$ cat config.mk
export PLATFORM = sky130hd
export DESIGN_NAME = video_layer_mixer
export DESIGN_NICKNAME = d
export VERILOG_FILES = /design/src/rtl/video_layer_mixer.sv
export SDC_FILE = /design/constraint.sdc
export NUM_CORES = 1
export LEC_CHECK = 0
export ABC_AREA = 1
export BUFFER_PORTS_ARGS = -buffer_cell sky130_fd_sc_hd__buf_4
export CAP_MARGIN = 20
export CORE_MARGIN = 1
export CORE_UTILIZATION = 28
export DETAILED_ROUTE_END_ITERATION = 10
export GPL_TIMING_DRIVEN = 0
export SLEW_MARGIN = 20
export SYNTH_ARGS = -nofsm -noshare
export SYNTH_HDL_FRONTEND = slang
export SYNTH_SLANG_ARGS = --single-unit
$ cat constraint.sdc
create_clock -name clk_vid -period 5.7 [get_ports clk_vid]
set_input_delay 0.285 -clock clk_vid [delete_from_list [all_inputs] [get_ports clk_vid]]
set_output_delay 0.285 -clock clk_vid [all_outputs]
set_load 0.02 [all_outputs]
$ cat src/rtl/video_layer_mixer.sv
// Mixes LAYERS monochrome video layers into CW-bit RGB through a per-layer palette.
// Palette, mode and invert are latched at frame start; colour and timing share a 2-strobe pipeline.
module video_layer_mixer #(
    parameter int LAYERS = 3,
    parameter int CW     = 4
) (
    input  logic              clk_vid,
    input  logic              reset_n,
    input  logic              ce_pix,
    input  logic [LAYERS-1:0] layer_on,
    input  logic              inv_req,
    input  logic              hblank_i,
    input  logic              vblank_i,
    input  logic              hsync_i,
    input  logic              vsync_i,
    input  logic              mode_i,
    input  logic              pal_we,
    input  logic [2:0]        pal_addr,
    input  logic [3*CW-1:0]   pal_data,
    output logic [CW-1:0]     r_o,
    output logic [CW-1:0]     g_o,
    output logic [CW-1:0]     b_o,
    output logic              hblank_o,
    output logic              vblank_o,
    output logic              hsync_o,
    output logic              vsync_o,
    output logic              inv_o
);

    localparam int PW = 3 * CW;
    localparam int SW = CW + 3;
    localparam logic [CW-1:0] COMP_DEF = {1'b0, {(CW-1){1'b1}}};
    localparam logic [PW-1:0] PAL_DEF  = {3{COMP_DEF}};

    logic [PW-1:0]     shadow_pal_r [LAYERS];
    logic [PW-1:0]     active_pal_r [LAYERS];
    logic              shadow_mode_r;
    logic              active_mode_r;
    logic              old_vs_r;
    logic              cur_inv_r;
    logic              frame_start_s;

    logic [PW-1:0]     c_r [LAYERS];
    logic [LAYERS-1:0] on1_r;
    logic              hblank1_r;
    logic              vblank1_r;
    logic              hsync1_r;
    logic              vsync1_r;

    logic [SW-1:0]     sum_s [3];
    logic [CW-1:0]     add_s [3];
    logic [CW-1:0]     pri_s [3];
    logic [CW-1:0]     sel_s [3];
    logic [CW-1:0]     mix_s [3];

    assign frame_start_s = ce_pix & vsync_i & ~old_vs_r;

    // Palette shadow written by the OSD at full clock rate; out-of-range addresses match no entry.
    always_ff @(posedge clk_vid or negedge reset_n) begin
        if (!reset_n) begin
            for (int i = 0; i < LAYERS; i++) shadow_pal_r[i] <= PAL_DEF;
        end else begin
            for (int i = 0; i < LAYERS; i++) begin
                if (pal_we && (pal_addr == 3'(i))) shadow_pal_r[i] <= pal_data;
            end
        end
    end

    // Frame-boundary commit of palette/mode and invert accumulation across the frame.
    always_ff @(posedge clk_vid or negedge reset_n) begin
        if (!reset_n) begin
            for (int i = 0; i < LAYERS; i++) active_pal_r[i] <= PAL_DEF;
            shadow_mode_r <= 1'b0;
            active_mode_r <= 1'b0;
            old_vs_r      <= 1'b0;
            cur_inv_r     <= 1'b0;
            inv_o         <= 1'b0;
        end else if (ce_pix) begin
            old_vs_r      <= vsync_i;
            shadow_mode_r <= mode_i;
            if (frame_start_s) begin
                for (int i = 0; i < LAYERS; i++) active_pal_r[i] <= shadow_pal_r[i];
                active_mode_r <= shadow_mode_r;
                inv_o         <= cur_inv_r | inv_req;
                cur_inv_r     <= 1'b0;
            end else begin
                cur_inv_r     <= cur_inv_r | inv_req;
            end
        end
    end

    // Stage 1: per-layer colour lookup plus timing alignment.
    always_ff @(posedge clk_vid or negedge reset_n) begin
        if (!reset_n) begin
            for (int i = 0; i < LAYERS; i++) c_r[i] <= {PW{1'b0}};
            on1_r     <= {LAYERS{1'b0}};
            hblank1_r <= 1'b0;
            vblank1_r <= 1'b0;
            hsync1_r  <= 1'b0;
            vsync1_r  <= 1'b0;
        end else if (ce_pix) begin
            for (int i = 0; i < LAYERS; i++) c_r[i] <= layer_on[i] ? active_pal_r[i] : {PW{1'b0}};
            on1_r     <= layer_on;
            hblank1_r <= hblank_i;
            vblank1_r <= vblank_i;
            hsync1_r  <= hsync_i;
            vsync1_r  <= vsync_i;
        end
    end

    // Stage 2 combine: k=0 blue, 1 green, 2 red; ascending scan lets the highest layer win.
    always_comb begin
        for (int k = 0; k < 3; k++) begin
            sum_s[k] = {SW{1'b0}};
            pri_s[k] = {CW{1'b0}};
            for (int i = 0; i < LAYERS; i++) begin
                sum_s[k] = sum_s[k] + {3'b000, c_r[i][k*CW +: CW]};
                if (on1_r[i]) pri_s[k] = c_r[i][k*CW +: CW];
                else          pri_s[k] = pri_s[k];
            end
            if (sum_s[k][SW-1:CW] != 3'b000) add_s[k] = {CW{1'b1}};
            else                              add_s[k] = sum_s[k][CW-1:0];
            if (active_mode_r) sel_s[k] = pri_s[k];
            else               sel_s[k] = add_s[k];
            if (hblank1_r | vblank1_r) mix_s[k] = {CW{1'b0}};
            else                        mix_s[k] = sel_s[k] ^ {CW{inv_o}};
        end
    end

    // Stage 2 output registers.
    always_ff @(posedge clk_vid or negedge reset_n) begin
        if (!reset_n) begin
            r_o      <= {CW{1'b0}};
            g_o      <= {CW{1'b0}};
            b_o      <= {CW{1'b0}};
            hblank_o <= 1'b0;
            vblank_o <= 1'b0;
            hsync_o  <= 1'b0;
            vsync_o  <= 1'b0;
        end else if (ce_pix) begin
            r_o      <= mix_s[2];
            g_o      <= mix_s[1];
            b_o      <= mix_s[0];
            hblank_o <= hblank1_r;
            vblank_o <= vblank1_r;
            hsync_o  <= hsync1_r;
            vsync_o  <= vsync1_r;
        end
    end

endmodule

==> results of run 1 <==
==> area by class of cell <==
class                   count  area (µm²)  area share [%]
clock buffers              24         483            6.28
clock inverters             7        45.0           0.586
inverters                 110         413            5.37
flip-flops and latches    135        3450            44.8
plain buffers              35         184            2.39
well taps                 285         357            4.64
multi-input cells         468        2380            31.0
repair buffers             46         375            4.88
==> placed cells by master, fill, tap and decap left out <==
master / n
sky130_fd_sc_hd__ha_1: 9
sky130_fd_sc_hd__o21ai_1: 14
sky130_fd_sc_hd__nor2_2: 1
sky130_fd_sc_hd__o21ai_0: 77
sky130_fd_sc_hd__nor2_4: 1
sky130_fd_sc_hd__clkbuf_1: 14
sky130_fd_sc_hd__nor2_1: 23
sky130_fd_sc_hd__buf_6: 2
sky130_fd_sc_hd__inv_1: 106
sky130_fd_sc_hd__clkinv_2: 3
sky130_fd_sc_hd__o22ai_1: 23
sky130_fd_sc_hd__dfstp_2: 54
sky130_fd_sc_hd__clkbuf_8: 1
sky130_fd_sc_hd__dfrtp_1: 81
sky130_fd_sc_hd__dlygate4sd3_1: 1
sky130_fd_sc_hd__nor3_2: 1
sky130_fd_sc_hd__or2_0: 2
sky130_fd_sc_hd__inv_6: 1
sky130_fd_sc_hd__buf_2: 21
sky130_fd_sc_hd__buf_16: 1
sky130_fd_sc_hd__nand3_1: 72
sky130_fd_sc_hd__nand3b_1: 1
sky130_fd_sc_hd__nand2_1: 214
sky130_fd_sc_hd__a21oi_1: 15
sky130_fd_sc_hd__fa_1: 15
sky130_fd_sc_hd__clkbuf_16: 18
sky130_fd_sc_hd__inv_4: 2
sky130_fd_sc_hd__buf_8: 1
sky130_fd_sc_hd__inv_2: 4
sky130_fd_sc_hd__clkinv_4: 1
sky130_fd_sc_hd__buf_4: 46
==> state kept, by name (all words and copies together) (netlist names) <==
name and flops:
shadow_pal_r 36, g_o 4, vblank1_r 1, active_mode_r 1, c_r 36, on1_r 3, hblank_o 1, vblank_o 1
inv_o 1, cur_inv_r 1, vsync1_r 1, active_pal_r 36, shadow_mode_r 1, hsync1_r 1, b_o 4, hblank1_r 1
hsync_o 1, vsync_o 1, r_o 4
==> worst max-delay path by stage <==
stage	end	slack [ns]	cells after the start
2_1_floorplan	b_o[0]$_DFFE_PN0P_	3.50	13
3_3_place_gp	b_o[1]$_DFFE_PN0P_	3.32	13
3_5_place_dp	g_o[3]$_DFFE_PN0P_	3.30	13
4_1_cts	g_o[3]$_DFFE_PN0P_	3.29	13
5_1_grt	g_o[3]$_DFFE_PN0P_	3.05	13
6_report	g_o[3]$_DFFE_PN0P_	3.30	13
==> metal layers <==
| metal | up-vias | wire, µm | share of wire (%) |
|---|---|---|---|
| met2 | 71 | 6710 | 45 |
| met1 | 2297 | 7540 | 51 |
| met3 | 6 | 462 | 3.1 |
| met5 | - | 0 | 0 |
| met4 | 0 | 101 | 0.68 |
| li1 | 2513 | - | - |
==> through the flow <==
step	hold slack (ns)	util, %	setup slack [ns]
floorplan	-0.0106	-	3.50
global placement	0.456	31.5	3.32
detailed placement	0.211	31.7	3.30
CTS	0.0541	34.1	3.29
global route	0.0622	34.1	3.05
finish	0.0656	34.1	3.30
==> critical path: stages, from the launching register on <==
cell	delay, ns
sky130_fd_sc_hd__dfrtp_1	0.34
sky130_fd_sc_hd__inv_1	0.08
sky130_fd_sc_hd__fa_1	0.53
sky130_fd_sc_hd__inv_1	0.04
sky130_fd_sc_hd__ha_1	0.22
sky130_fd_sc_hd__fa_1	0.40
sky130_fd_sc_hd__nand2_1	0.09
sky130_fd_sc_hd__nand2_1	0.06
sky130_fd_sc_hd__nand3_1	0.14
sky130_fd_sc_hd__nand3_1	0.13
sky130_fd_sc_hd__nand2_1	0.08
sky130_fd_sc_hd__nand2_1	0.05
sky130_fd_sc_hd__nand3_1	0.06
sky130_fd_sc_hd__nand2_1	0.05
==> report_power, final <==
group          switching [mW]  internal, mW  total (mW)
registers              0.0855          1.19        1.28
logic                   0.411         0.245       0.655
clock network           0.394         0.590       0.984
==> cell families (layout without fill, tap and decap cells) <==
family | count (synthesis) | after routing | share of synthesized area [%]
fa+ha+maj | 24 | 24 | 6.42
simple gates | 315 | 315 | 20.2
flops | 135 | 135 | 53.6
compound gates | 129 | 129 | 10.5
buf+inv | 145 | 222 | 9.29
==> what timing repair did <==
action | CTS | global route
hold buffers | 1 | 0
endpoints found under the hold margin | 45 | 0
endpoints found under the setup margin | 0 | 0
==> impl.org, run 1 <==
** Global routing
- Grt ovf :: 0
- Number of antenna violations at the first check in global routing :: 0
- Global-route wire length before repair :: between 20 and 30 mm
- Global routing used about a fifth of the available met1 tracks.
- Layer with the highest usage after global routing :: met2
- The via count of the first global-routing pass was 4996.
- Grt met3 use :: 3.35%
- Met2 usage in global routing :: about a fifth
- Across every metal layer, demand over resource in global routing totals 13.6%.
- Entering global routing, the biggest net connects between 90 and 100 pins.

** Worst hold path
- In this run the worst hold path is classified as in -> reg.
- Cells on Worst Hold Path :: 3
- For hold timing, the worst endpoint is hsync1_r$_DFFE_PN0P_.
- In this run the most critical hold path is launched from hsync_i.

** Finish
- The number of antenna diodes in the final layout is 0.
- The finished layout holds between 1000 and 1500 standard cells, fillers aside.
- Fillers :: 2368
- Final nets :: 865
- Layout cell share with drive strength beyond 1 :: 19.2%
- Compared with the post-synthesis result, the final layout area differs by 19.6%.
- Summing all non-filler instances in the final layout gives an area of 7690 µm².

** Timing
- Sum Neg Setup Slack :: 0 ns
- Timing would allow up to 417 MHz.
- At the pin with the least slew margin, the transition time is 0.440 ns.
- Final slew viol count :: 0
- The clock period could shrink to around 2.4 ns.
- RSZ-0062 raised after global routing :: no
- Setup violations remaining at the end of the flow were counted as 0.
- In the finished design, the share of the clock period the worst path needs comes to 42.0%.
- The hold violation count in the final report was 0.
- Max transition margin :: 70.7%
- Across the routed clock network, the largest skew measured is roughly 0.015 ns.

** Yosys
- In the synthesized netlist the async set-or-reset flop fraction comes to 100%.
- The number of nets in the synthesized netlist is 800.
- Post-Synthesis Mean Instance Area :: 8.59 µm²
- By instance count, the leading cell after synthesis is sky130_fd_sc_hd__nand2_1.
- Flip-flop cell with the highest count after synthesis :: sky130_fd_sc_hd__dfrtp_1
- Biggest area contributors in the synthesized netlist :: sky130_fd_sc_hd__dfrtp_1 (32%), sky130_fd_sc_hd__dfstp_2 (22%), sky130_fd_sc_hd__nand2_1 (12%)
- Share of the yosys chip area belonging to registers :: about 54%
- The commonest cells after synthesis are sky130_fd_sc_hd__nand2_1 (214), sky130_fd_sc_hd__inv_1 (106), sky130_fd_sc_hd__dfrtp_1 (81).
- Register bit count reported by yosys :: 135
- Of all cell types, the one taking the most synthesized area is sky130_fd_sc_hd__dfrtp_1.
- Gate Count Post-Synth :: ~750
- Summing every instance area after synthesis gives 6430 µm².
- Yosys printed 0 warnings.
- In this run, distinct cell masters in the synthesized netlist total 22.
- Number of enable-type register cells in the synthesized netlist :: 0
- Share of the synthesized area in the top cell type :: between 30% and 40%

** Power and ir drop
- Power per unit of standard cell area :: 379 nW/µm²
- Total design power :: between 2 and 3 mW
- Static leakage power :: 3.77 nW
- Max IR drop VDD :: 0.000228 V

** CTS
- Maximum clock path buffer count :: 2
- Post-cts sizing count :: 0
- For the worst-skew pair, the clock arrives at the later sink with an insertion delay of roughly 0.42 ns.
- TritonCTS built the clock tree.
- Post-CTS timing repair inserted 0 buffers for setup.
- Sinks on Clock Net :: approximately 140
- Library cell used as clock root buffer :: sky130_fd_sc_hd__clkbuf_16
- After clock tree synthesis, the clock-pin slew on the worst setup and hold paths is 0.05 ns.
- In this run the number of H-tree levels came out at 4.
- Number of clock buffers inserted by TritonCTS :: 17

** Routing
- The detail route stage leaves a number of antenna-violating nets equal to 0.
- Across all layers, the routed design uses 4887 vias.
- DRC :: 0
- Mean routed wirelength per cell :: 13.3 µm
- Final wirelength :: about 15 mm
- Initial DRT Pass Iterations :: 6
- DRT iter0 DRCs :: 318
- Using the TritonRoute via totals, the vias-per-cell ratio works out to 4.40.

** Die
- 45 I/O pins were placed.
- In this run the standard cell core region covers around 23000 µm².
- Die width :: 154 µm
- # rows :: 55
- The die covers about 24000 µm².
- Die height :: 154 µm
- Initial core utilization :: 28.5%

** Placed design
- Cell count after placement :: 1078
- The congestion estimate from routability-driven global placement came to 0.831.
- Once detailed placement completed, the half-perimeter wirelength came to about 11 mm.
- Once placement finished, the instance area stood at between 7000 and 8000 µm².
- The count of buffers added on input and output ports is 44.

** Worst setup path
- The setup path with the least slack is of type reg -> reg.
- Setup slack on the worst reg-to-reg path comes out at about 3.3 ns.
- The worst setup path is launched from a register.
- Data on the critical path arrives at its endpoint at 2.69 ns.
- Reg2Reg Capture Point :: g_o[3]$_DFFE_PN0P_
- Worst Path Required :: 6.00 ns
- The worst register-to-register path begins at c_r[5]$_DFFE_PN0P_.
- Tracing the worst setup path back leads to its startpoint at c_r[5]$_DFFE_PN0P_.
- Of all nets on the critical path, the largest fanout is 4.
- Cells on worst reg2reg path :: 13
- Element type at the critical path end :: register

** Flow run
- Across the run, the number of max-cap violations was 0.

** Run status
- The flow ran to the end, and the final reports show no timing, DRC or antenna violations.
No activity file was read; power rests on OpenSTA's default activity.
==> run 2, diff against run 1 <==
--- a/config.mk
+++ b/config.mk
@@ -5,7 +5,7 @@
 export SDC_FILE = /design/constraint.sdc
 export NUM_CORES = 1
 export LEC_CHECK = 0
-export ABC_AREA = 1
+export ABC_AREA = 0
 export BUFFER_PORTS_ARGS = -buffer_cell sky130_fd_sc_hd__buf_4
 export CAP_MARGIN = 20
 export CORE_MARGIN = 1
==> constraint.sdc (replaced) <==
create_clock -name clk_vid -period 1.9 [get_ports clk_vid]
set_input_delay 0.095 -clock clk_vid [delete_from_list [all_inputs] [get_ports clk_vid]]
set_output_delay 0.095 -clock clk_vid [all_outputs]
set_load 0.02 [all_outputs]
==> run 2 against run 1 <==
Against the previous run:
- the flow now finishes with violations (negative setup slack)
- total power increased to 3.2 times the previous value
- sequential power increased to 3.2 times the previous value
- register-to-register slack got worse by 4.4 ns
- cell count decreased by 9.1%
- critical path type unchanged
- critical endpoint is now b_o[2]$_DFFE_PN0P_
- highest routed layer unchanged
==> impl.org, run 2 <==
** Finish
- Post-route core utilization :: 37.4% (+3.3 points)
- The final design instance area without fill came to 8250 µm² (+7.4%).
- Non-filler instance count after layout :: 1009 (-9.1%)
- The top cell types in the final layout, fill and taps aside, are sky130_fd_sc_hd__nand2_1 (124), sky130_fd_sc_hd__dfrtp_1 (81), sky130_fd_sc_hd__buf_4 (55).
- Most common cell after layout, fill and taps aside :: sky130_fd_sc_hd__nand2_1
- Area Overhead vs Synth :: 29.1%
- The number of diodes added for antenna fixing came to 0 (unchanged).
- Final nets :: 768 (-11%)
- Layout cell share with drive strength beyond 1 :: 35.4% (+16 points)
- The largest registers in the layout are active_pal_r: 36 flops, c_r: 36 flops, shadow_pal_r: 36 flops.

** Worst setup path
- Critical path arrival :: 3.27 ns (+0.58 ns)
- Biggest fanout along the worst timing path :: 2 (-2)
- The critical path is of the reg -> reg type.
- The required time of the critical path is 2.21 ns (-3.79 ns).
- Element type at the critical path end :: register
- Startpoint types :: register

** Die
- The horizontal die dimension came to 153 µm (-0.26%).
- The starting density of the core was 28.9% (+0.46 points).
- The floorplan row count was 54 (-1.8%).
- Die height :: 153 µm (-0.26%)
- Total core area :: 22100 µm² (-2.1%)
- The area of the die was 23400 µm² (-0.52%).
- Boundary Pins :: 45 (unchanged)

** Worst hold path
- The tightest min-delay check is of the in -> reg type.

** CTS
- The clock input transition at the sequential cells of the worst setup and hold paths was 0.06 ns (about the same).
- Maximum clock path buffer count :: 2 (unchanged)
- TritonCTS built the clock tree.
- The CTS buffer count came to 17 (unchanged).
- The latest clock arrival within the worst-skew pair came to 0.42 ns (about the same).
- The count of clock tree sinks was 135 (unchanged).
- Library cell used as clock root buffer :: sky130_fd_sc_hd__clkbuf_16
- # H-tree levels :: 4 (unchanged)

** Global routing
- Pin count of the biggest net entering global routing :: 75 (-18%)
- The met1 demand-to-capacity share in global routing is 19.8% (+1.0 points).
- Global-route usage over all layers :: 14.4% (+0.81 points)
- The total congestion overflow was 0 (unchanged).
- The via count of the first global-routing pass came to 4791 (-4.1%).
- The met3 layer usage reported by global route is 3.06% (-0.29 points).
- Number of antenna violations at the first check in global routing :: 0 (unchanged)
- Met2 usage in global routing :: 22.3% (+1.2 points)
- Global-route wire length before repair :: 26.0 mm (+2.6%)
- met2 is the most crowded layer.

** Routing
- The remaining antenna violation count after routing was 0 (unchanged).
- The number of remaining DRC errors was 0 (unchanged).
- Via count :: 4690 (-4.0%)
- DRT iter0 DRCs :: 301 (-5.3%)
- Mean routed wirelength per cell :: 15.9 µm (+19%)
- The length of the first detailed-routing pass in iterations was 4 (-2).
- Per-cell via count in the routed design :: 4.65 (+5.6%)
- The final routed wirelength across all metal layers came to 16.0 mm (+8.2%).

** Power and ir drop
- Psw :: 2.97 mW (+230%)
- The power share of the combinational group was 26.0% (+3.5 points).
- Sequential Power Share :: 42.6% (-1.2 points)
- The overall power after layout came to 9.47 mW (+220%).
- The net switching fraction of the power is 31.3% (+0.80 points).
- Static leakage power :: 3.71 nW (-1.6%)
- The fraction of power consumed by the clock network came to 31.4% (-2.4 points).
- Cell Int Power :: 6.51 mW (+220%)
- Max IR drop VDD :: 0.000451 V (+97%)
- The power density relative to cell area is 1150 nW/µm² (+200%).

** Run status
- Failing checks :: negative setup slack
- The flow ran to the end, but the final reports show violations.

** Yosys
- The post-synthesis register bit count came to 135 (unchanged).
- The proportion of synthesized chip area in sequential cells was 53.9% (+0.28 points).
- Share of the synthesized area in the top cell type :: 31.7% (+0.17 points)
- Gate Count Post-Synth :: 610 (-18%)
- The average cell area after synthesis was 10.5 µm² (+22%).
- Synth Net Count :: 662 (-17%)
- The number of flops mapped to enable cells by yosys was 0 (unchanged).
- Distinct cell type count of the synthesized netlist :: 48 (+120%)
- The area of the mapped netlist is 6390 µm² (-0.53%).
- Of all cell types, the one taking the most synthesized area is sky130_fd_sc_hd__dfrtp_1.
- Biggest area contributors in the synthesized netlist :: sky130_fd_sc_hd__dfrtp_1 (32%), sky130_fd_sc_hd__dfstp_2 (22%), sky130_fd_sc_hd__mux2_2 (8.8%)
- In the synthesized netlist the dominant register cell turns out to be sky130_fd_sc_hd__dfrtp_1.
- The most common cell in the synthesized netlist is sky130_fd_sc_hd__nand2_1.
- Ranked by instance count, the synthesized netlist is headed by sky130_fd_sc_hd__nand2_1 (125), sky130_fd_sc_hd__dfrtp_1 (81), sky130_fd_sc_hd__inv_1 (61).
- The number of warnings printed during yosys synthesis came to 0 (unchanged).
- Share of flip-flops with an asynchronous set or reset :: 100% (unchanged)

** Placed design
- The detailed placement HPWL came to 11.3 mm (+0.69%).
- Quantity of I/O buffers inserted on ports :: 43 (-2.3%)
- Placer Congestion :: 0.829 (-0.16%)
- Dpl ws :: -1.14 ns (-4.44 ns)
- The standard cell area after detailed placement was 7170 µm² (+0.33%).
- Cell count after placement :: 934 (-13%)

** Timing
- The post-route minimum period came to 2.96 ns (+0.565 ns).
- Fin Hold WS :: 0.0742 ns (+0.00866 ns)
- The peak clock frequency supported by timing was 338 MHz (-19%).
- Max Clock Skew :: 0.00814 ns (-0.00646 ns)
- Tightest Pin Transition :: 0.898 ns (+0.458 ns)
- The relative max-transition margin is 40.1% (-31 points).
- Final Worst Setup Slack :: -1.06 ns (-4.36 ns)
- The share of the clock period used by the worst path was 156% (+110 points).
- The hold violation count in the final report was 0 (unchanged).
- The number of failing setup endpoints in the final timing report is 12 (+12).
- The max-slew violation count is 0 (unchanged).
- RSZ-0062 raised after global routing :: yes
- Sum Neg Setup Slack :: -8.43 ns (-8.43 ns)

** Flow run
- Number of violations of the max-capacitance limit :: 0 (unchanged)
[run 2: cell count changes after synthesis, sizes merged, moves of 8 or more]
cell	change
mux2	+50
o22ai	-23
a221o	+8
nor2	-14
clkbuf	+14
nand2	-89
nand3	-35
buf	-16
o21ai	-45
inv	-49
[run 2: metal layers]
layer / wire length (µm) / part of all wire (%)
met2: 7360 / 46
met3: 581 / 3.6
met1: 7870 / 49
met5: 0 / 0
met4: 223 / 1.4
[run 2: critical path, cell delays in order (launching register included)]
cell,delay [ns]
sky130_fd_sc_hd__dfrtp_1,0.36
sky130_fd_sc_hd__inv_2,0.05
sky130_fd_sc_hd__fa_1,0.51
sky130_fd_sc_hd__inv_2,0.05
sky130_fd_sc_hd__ha_4,0.16
sky130_fd_sc_hd__fa_2,0.34
sky130_fd_sc_hd__or4_1,0.55
sky130_fd_sc_hd__or4_4,0.44
sky130_fd_sc_hd__nand3_2,0.10
sky130_fd_sc_hd__nor2_2,0.03
sky130_fd_sc_hd__a221o_1,0.25
[run 2: layout make-up]
class / instances / area (µm²)
clock buffers: 21 / 450
well taps: 280 / 350
flip-flops and latches: 135 / 3450
clock inverters: 11 / 78.8
multi-input cells: 381 / 2800
inverters: 61 / 229
repair buffers: 87 / 759
plain buffers: 33 / 139
fillers: 2185 / 13800
[run 2: cells by family after synthesis]
group	synth area share, %
muxes	9.12
and+or+nand+nor	14.9
DFF	53.9
AOI/OAI and AO/OA	9.88
buffers and inverters	5.71
adders and majority gates	6.46
[run 2: final timing paths]
kind | startpoint | endpoint | slack (ns) | cells after the start
worst max register to register | c_r[13]$_DFFE_PN0P_ | b_o[2]$_DFFE_PN0P_ | -1.06 | 10
worst min-delay path | pal_addr[0] | shadow_pal_r[35]$_DFFE_PN0P_ | 0.07 | 3
min in group asynchronous | reset_n | shadow_pal_r[15]$_DFFE_PN0P_ | 0.21 | 2
worst max-delay path | c_r[13]$_DFFE_PN0P_ | b_o[2]$_DFFE_PN0P_ | -1.06 | 10
max in group asynchronous | reset_n | shadow_pal_r[12]$_DFFE_PN1P_ | 0.96 | 3
worst min register to register | shadow_pal_r[10]$_DFFE_PN1P_ | active_pal_r[10]$_DFFE_PN1P_ | 0.45 | 2
[run 2: repair_timing]
action | CTS | global route
gates resized for setup | 20 | 29
endpoints found under the setup margin | 12 | 31
hold endpoints to repair | 108 | 0
hold buffers | 22 | 0
cloned | 0 | 0
setup buffers | 12 | 10
pin swaps | 12 | 19
[run 2: power by group through the flow]
stage / logic (mW) / registers, mW / clock network [mW]
2_1_floorplan: 1.39 / 4.04 / 0
6_report: 2.46 / 4.04 / 2.98
5_1_grt: 2.72 / 4.11 / 3.16
4_1_cts: 2.30 / 4.04 / 3.04
3_3_place_gp: 2.03 / 4.06 / 0
3_5_place_dp: 2.08 / 4.08 / 0
==> run 3, diff against run 2 <==
--- a/config.mk
+++ b/config.mk
@@ -5,7 +5,7 @@
 export SDC_FILE = /design/constraint.sdc
 export NUM_CORES = 1
 export LEC_CHECK = 0
-export ABC_AREA = 0
+export ABC_AREA = 1
 export BUFFER_PORTS_ARGS = -buffer_cell sky130_fd_sc_hd__buf_4
 export CAP_MARGIN = 20
 export CORE_MARGIN = 1
==> run 3 against run 2 <==
Against the previous run:
- the flow still finishes with violations (negative setup slack)
- fmax up 32%
- via count up 6.5%
- clock-buffer cell count down 3
- routed wire length down 4.1%
- global-route usage down 0.45 points
- sequential power down 5.2%
- combinational power down 9.3%
- cell count up 13%
- critical path type unchanged
- largest cell class unchanged
- highest routed layer unchanged
==> impl.org, run 3 (synthesized netlist as in run 1, its figures left out) <==
** CTS
- TritonCTS built the clock tree.
- Library cell used as clock root buffer :: sky130_fd_sc_hd__clkbuf_16
- The clock input transition at the sequential cells of the worst setup and hold paths was 0.06 ns (about the same).
- The latest clock arrival within the worst-skew pair was 0.43 ns (about the same).
- The maximum count of clock buffers along a single path was 2 (unchanged).
- Sinks on Clock Net :: 135 (unchanged)
- Number of clock buffers inserted by TritonCTS :: 17 (unchanged)
- # H-tree levels :: 4 (unchanged)

** Timing
- Tightest Pin Transition :: 0.472 ns (-0.426 ns)
- The number of failing setup endpoints in the final timing report is 12 (unchanged).
- RSZ-0062 raised after global routing :: yes
- Final slew viol count :: 0 (unchanged)
- The final worst setup slack came to -0.340 ns (+0.721 ns).
- The peak clock frequency supported by timing is 446 MHz (+32%).
- The post-route minimum period was 2.24 ns (-0.721 ns).
- Post-route clock period utilization :: 118% (-38 points)
- The setup clock skew after layout is 0.00855 ns (+0.000409 ns).
- The hold violation count in the final report was 0 (unchanged).
- Max transition margin :: 68.5% (+28 points)

** Finish
- Final nets :: 896 (+17%)
- The sequential cell area came to 3450 µm² (unchanged).
- The area growth from synthesis to layout is 28.6%.
- The area of the multi-input gates came to 2590 µm² (-7.3%).
- Largest registers ranked by flip-flop count :: active_pal_r: 36 flops, c_r: 36 flops, shadow_pal_r: 36 flops
- The proportion of layout cells with a drive suffix above 1 was 25.6% (-9.8 points).
- The final standard cell count with taps included and fillers excluded is 1142 (+13%).
- Most common cell after layout, fill and taps aside :: sky130_fd_sc_hd__nand2_1
- Inserted Diodes :: 0 (unchanged)
- Most frequent cells in the layout :: sky130_fd_sc_hd__nand2_1 (208), sky130_fd_sc_hd__inv_1 (95), sky130_fd_sc_hd__dfrtp_1 (81)
- Fillers :: 2300 (+5.3%)

** Placed design
- The count of port buffers added during placement is 44 (+2.3%).
- Cell count after placement :: 1078 (+15%)
- HPWL reported at the end of detailed placement :: 11.1 mm (-1.6%)
- Placer Congestion :: 0.817 (-1.5%)

** Worst setup path
- The highest fanout seen on the critical path came to 3 (+1).
- The required time of the critical path came to 2.21 ns (about the same).
- CP Class :: reg -> reg
- Critical path arrival :: 2.55 ns (-0.72 ns)
- STA classifies the critical path endpoint as a register.
- The worst setup path is launched from a register.

** Run status
- Outcome :: finished with violations
- The checks that failed: negative setup slack.

** Routing
- DRC :: 0 (unchanged)
- The total via count in the routed design came to 4997 (+6.5%).
- The final routed wirelength across all metal layers was 15.4 mm (-4.1%).
- Count of antenna-violating nets left after detailed routing :: 0 (unchanged)
- The length of the first detailed-routing pass in iterations was 5 (+1).
- The mean routed wirelength per cell is 13.5 µm (-15%).
- The detail-routed via count per cell was 4.38 (-5.9%).
- The number of design-rule violations left by the first detailed-router iteration came to 364 (+21%).

** Global routing
- Grt ovf :: 0 (unchanged)
- Number of global-route vias before repair :: 4868 (+1.6%)
- The first-pass GRT wire length was 25.7 mm (-1.2%).
- The overall routing resource usage is 13.9% (-0.45 points).
- Pin count of the biggest net entering global routing :: 76 (+1.3%)
- Number of antenna violations at the first check in global routing :: 0 (unchanged)

** Die
- Total core area :: 22600 µm² (+2.2%)
- The floorplan row count was 55 (+1.9%).
- Die height :: 154 µm (+0.26%)
- The horizontal die dimension is 154 µm (+0.26%).
- The area of the die was 23600 µm² (+0.52%).
- The number of ports placed on the die boundary was 45 (unchanged).
- Initial core utilization :: 28.5% (-0.46 points)

** Power and ir drop
- The overall power after layout came to 9.47 mW (about the same).
- The power density relative to cell area is 1150 nW/µm² (-0.20%).
- The largest voltage drop on the vdd net came to 0.000669 V (+49%).
- The standby leakage power was 3.98 nW (+7.1%).

** Worst hold path
- Path category of the worst min-delay check :: in -> reg

** Flow run
- Number of violations of the max-capacitance limit :: 0 (unchanged)
-- run 3: changes by cell type in the layout (fill, tap and decap cells not counted), moves of 12 or more --
cell / previous run / this run
sky130_fd_sc_hd__nand2_1: 124 / 208
sky130_fd_sc_hd__inv_1: 45 / 95
sky130_fd_sc_hd__mux2_2: 48 / 0
sky130_fd_sc_hd__o21ai_0: 42 / 77
sky130_fd_sc_hd__o22ai_1: 0 / 23
sky130_fd_sc_hd__nand3_1: 36 / 54
sky130_fd_sc_hd__buf_2: 4 / 21
sky130_fd_sc_hd__clkbuf_1: 24 / 9
sky130_fd_sc_hd__nand3_2: 1 / 16
sky130_fd_sc_hd__nor2_1: 8 / 22
sky130_fd_sc_hd__a21oi_1: 3 / 15
-- run 3: area by class of cell --
type	instances	share of cell area, %
Buffer	35	2.22
Clock buffer	18	5.31
Clock inverter	14	2.09
Inverter	110	4.99
Multi-Input combinational cell	468	31.4
Sequential cell	135	41.7
Tap cell	285	4.31
Timing Repair Buffer	77	7.99
-- run 3: critical path, cell delays in order, from the launching register on --
cell                      delay, ns
sky130_fd_sc_hd__dfrtp_1       0.34
sky130_fd_sc_hd__inv_2         0.06
sky130_fd_sc_hd__fa_1          0.55
sky130_fd_sc_hd__inv_2         0.05
sky130_fd_sc_hd__ha_4          0.15
sky130_fd_sc_hd__fa_2          0.38
sky130_fd_sc_hd__nor2_1        0.11
sky130_fd_sc_hd__nor2_1        0.04
sky130_fd_sc_hd__nor2_1        0.14
sky130_fd_sc_hd__nand3_2       0.08
sky130_fd_sc_hd__nand2_1       0.07
sky130_fd_sc_hd__nand2_1       0.04
sky130_fd_sc_hd__nand3_1       0.07
sky130_fd_sc_hd__nand2_1       0.05
-- run 3: metal layers --
layer  track usage [%]  share of wire (%)  vias to the layer above  routed length, µm
met4              4.00                1.1                        0                167
met1              19.5                 52                     2321               7960
li1                  -                  -                     2568                  -
met2              21.0                 44                       93               6720
met3              3.83                3.4                       15                521
met5                 0                  0                        -                  0
-- run 3: worst paths after layout --
path	startpoint	end	slack, ns	cells past startpoint
worst min-delay path	layer_on[2]	c_r[0]$_DFFE_PN0P_	0.03	3
worst min register to register	active_pal_r[21]$_DFFE_PN1P_	active_pal_r[21]$_DFFE_PN1P_	0.47	2
worst max-delay path	c_r[33]$_DFFE_PN0P_	r_o[3]$_DFFE_PN0P_	-0.34	13
max in group asynchronous	reset_n	active_pal_r[6]$_DFFE_PN1P_	0.92	3
worst max register to register	c_r[33]$_DFFE_PN0P_	r_o[3]$_DFFE_PN0P_	-0.34	13
min in group asynchronous	reset_n	hsync_o$_DFFE_PN0P_	0.20	2
-- run 3: timing repair --
| item | 4_1_cts | 5_1_grt |
|---|---|---|
| pin swaps | 8 | 15 |
| setup endpoints to repair | 12 | 12 |
| hold buffers | 22 | 0 |
| endpoints found under the hold margin | 109 | 0 |
| buffers inserted | 4 | 6 |
| gates resized for setup | 17 | 12 |
-- run 3: per-stage QoR --
| stage | cell area, µm² | worst slack [ns] | hold WS (ns) | TNS, ns | util, % |
|---|---|---|---|---|---|
| after floorplan | 6500 | -0.189 | -0.201 | -2.09 | - |
| after global placement | 7190 | -0.333 | 0.299 | -3.48 | 31.9 |
| after detailed placement | 7220 | -0.343 | 0.0612 | -3.65 | 32.0 |
| after CTS | 8160 | -0.327 | 0.0156 | -3.23 | 36.2 |
| after global routing | 8270 | -0.440 | 0.0369 | -4.77 | 36.6 |
| final | 8270 | -0.340 | 0.0309 | -3.22 | 36.6 |
-- run 3: power by group --
group	switching (mW)	total, mW	leakage, nW	internal (mW)
sequential	0.263	3.83	1.62	3.57
combinational	1.35	2.23	2.05	0.885
clock	1.30	3.41	0.302	2.11
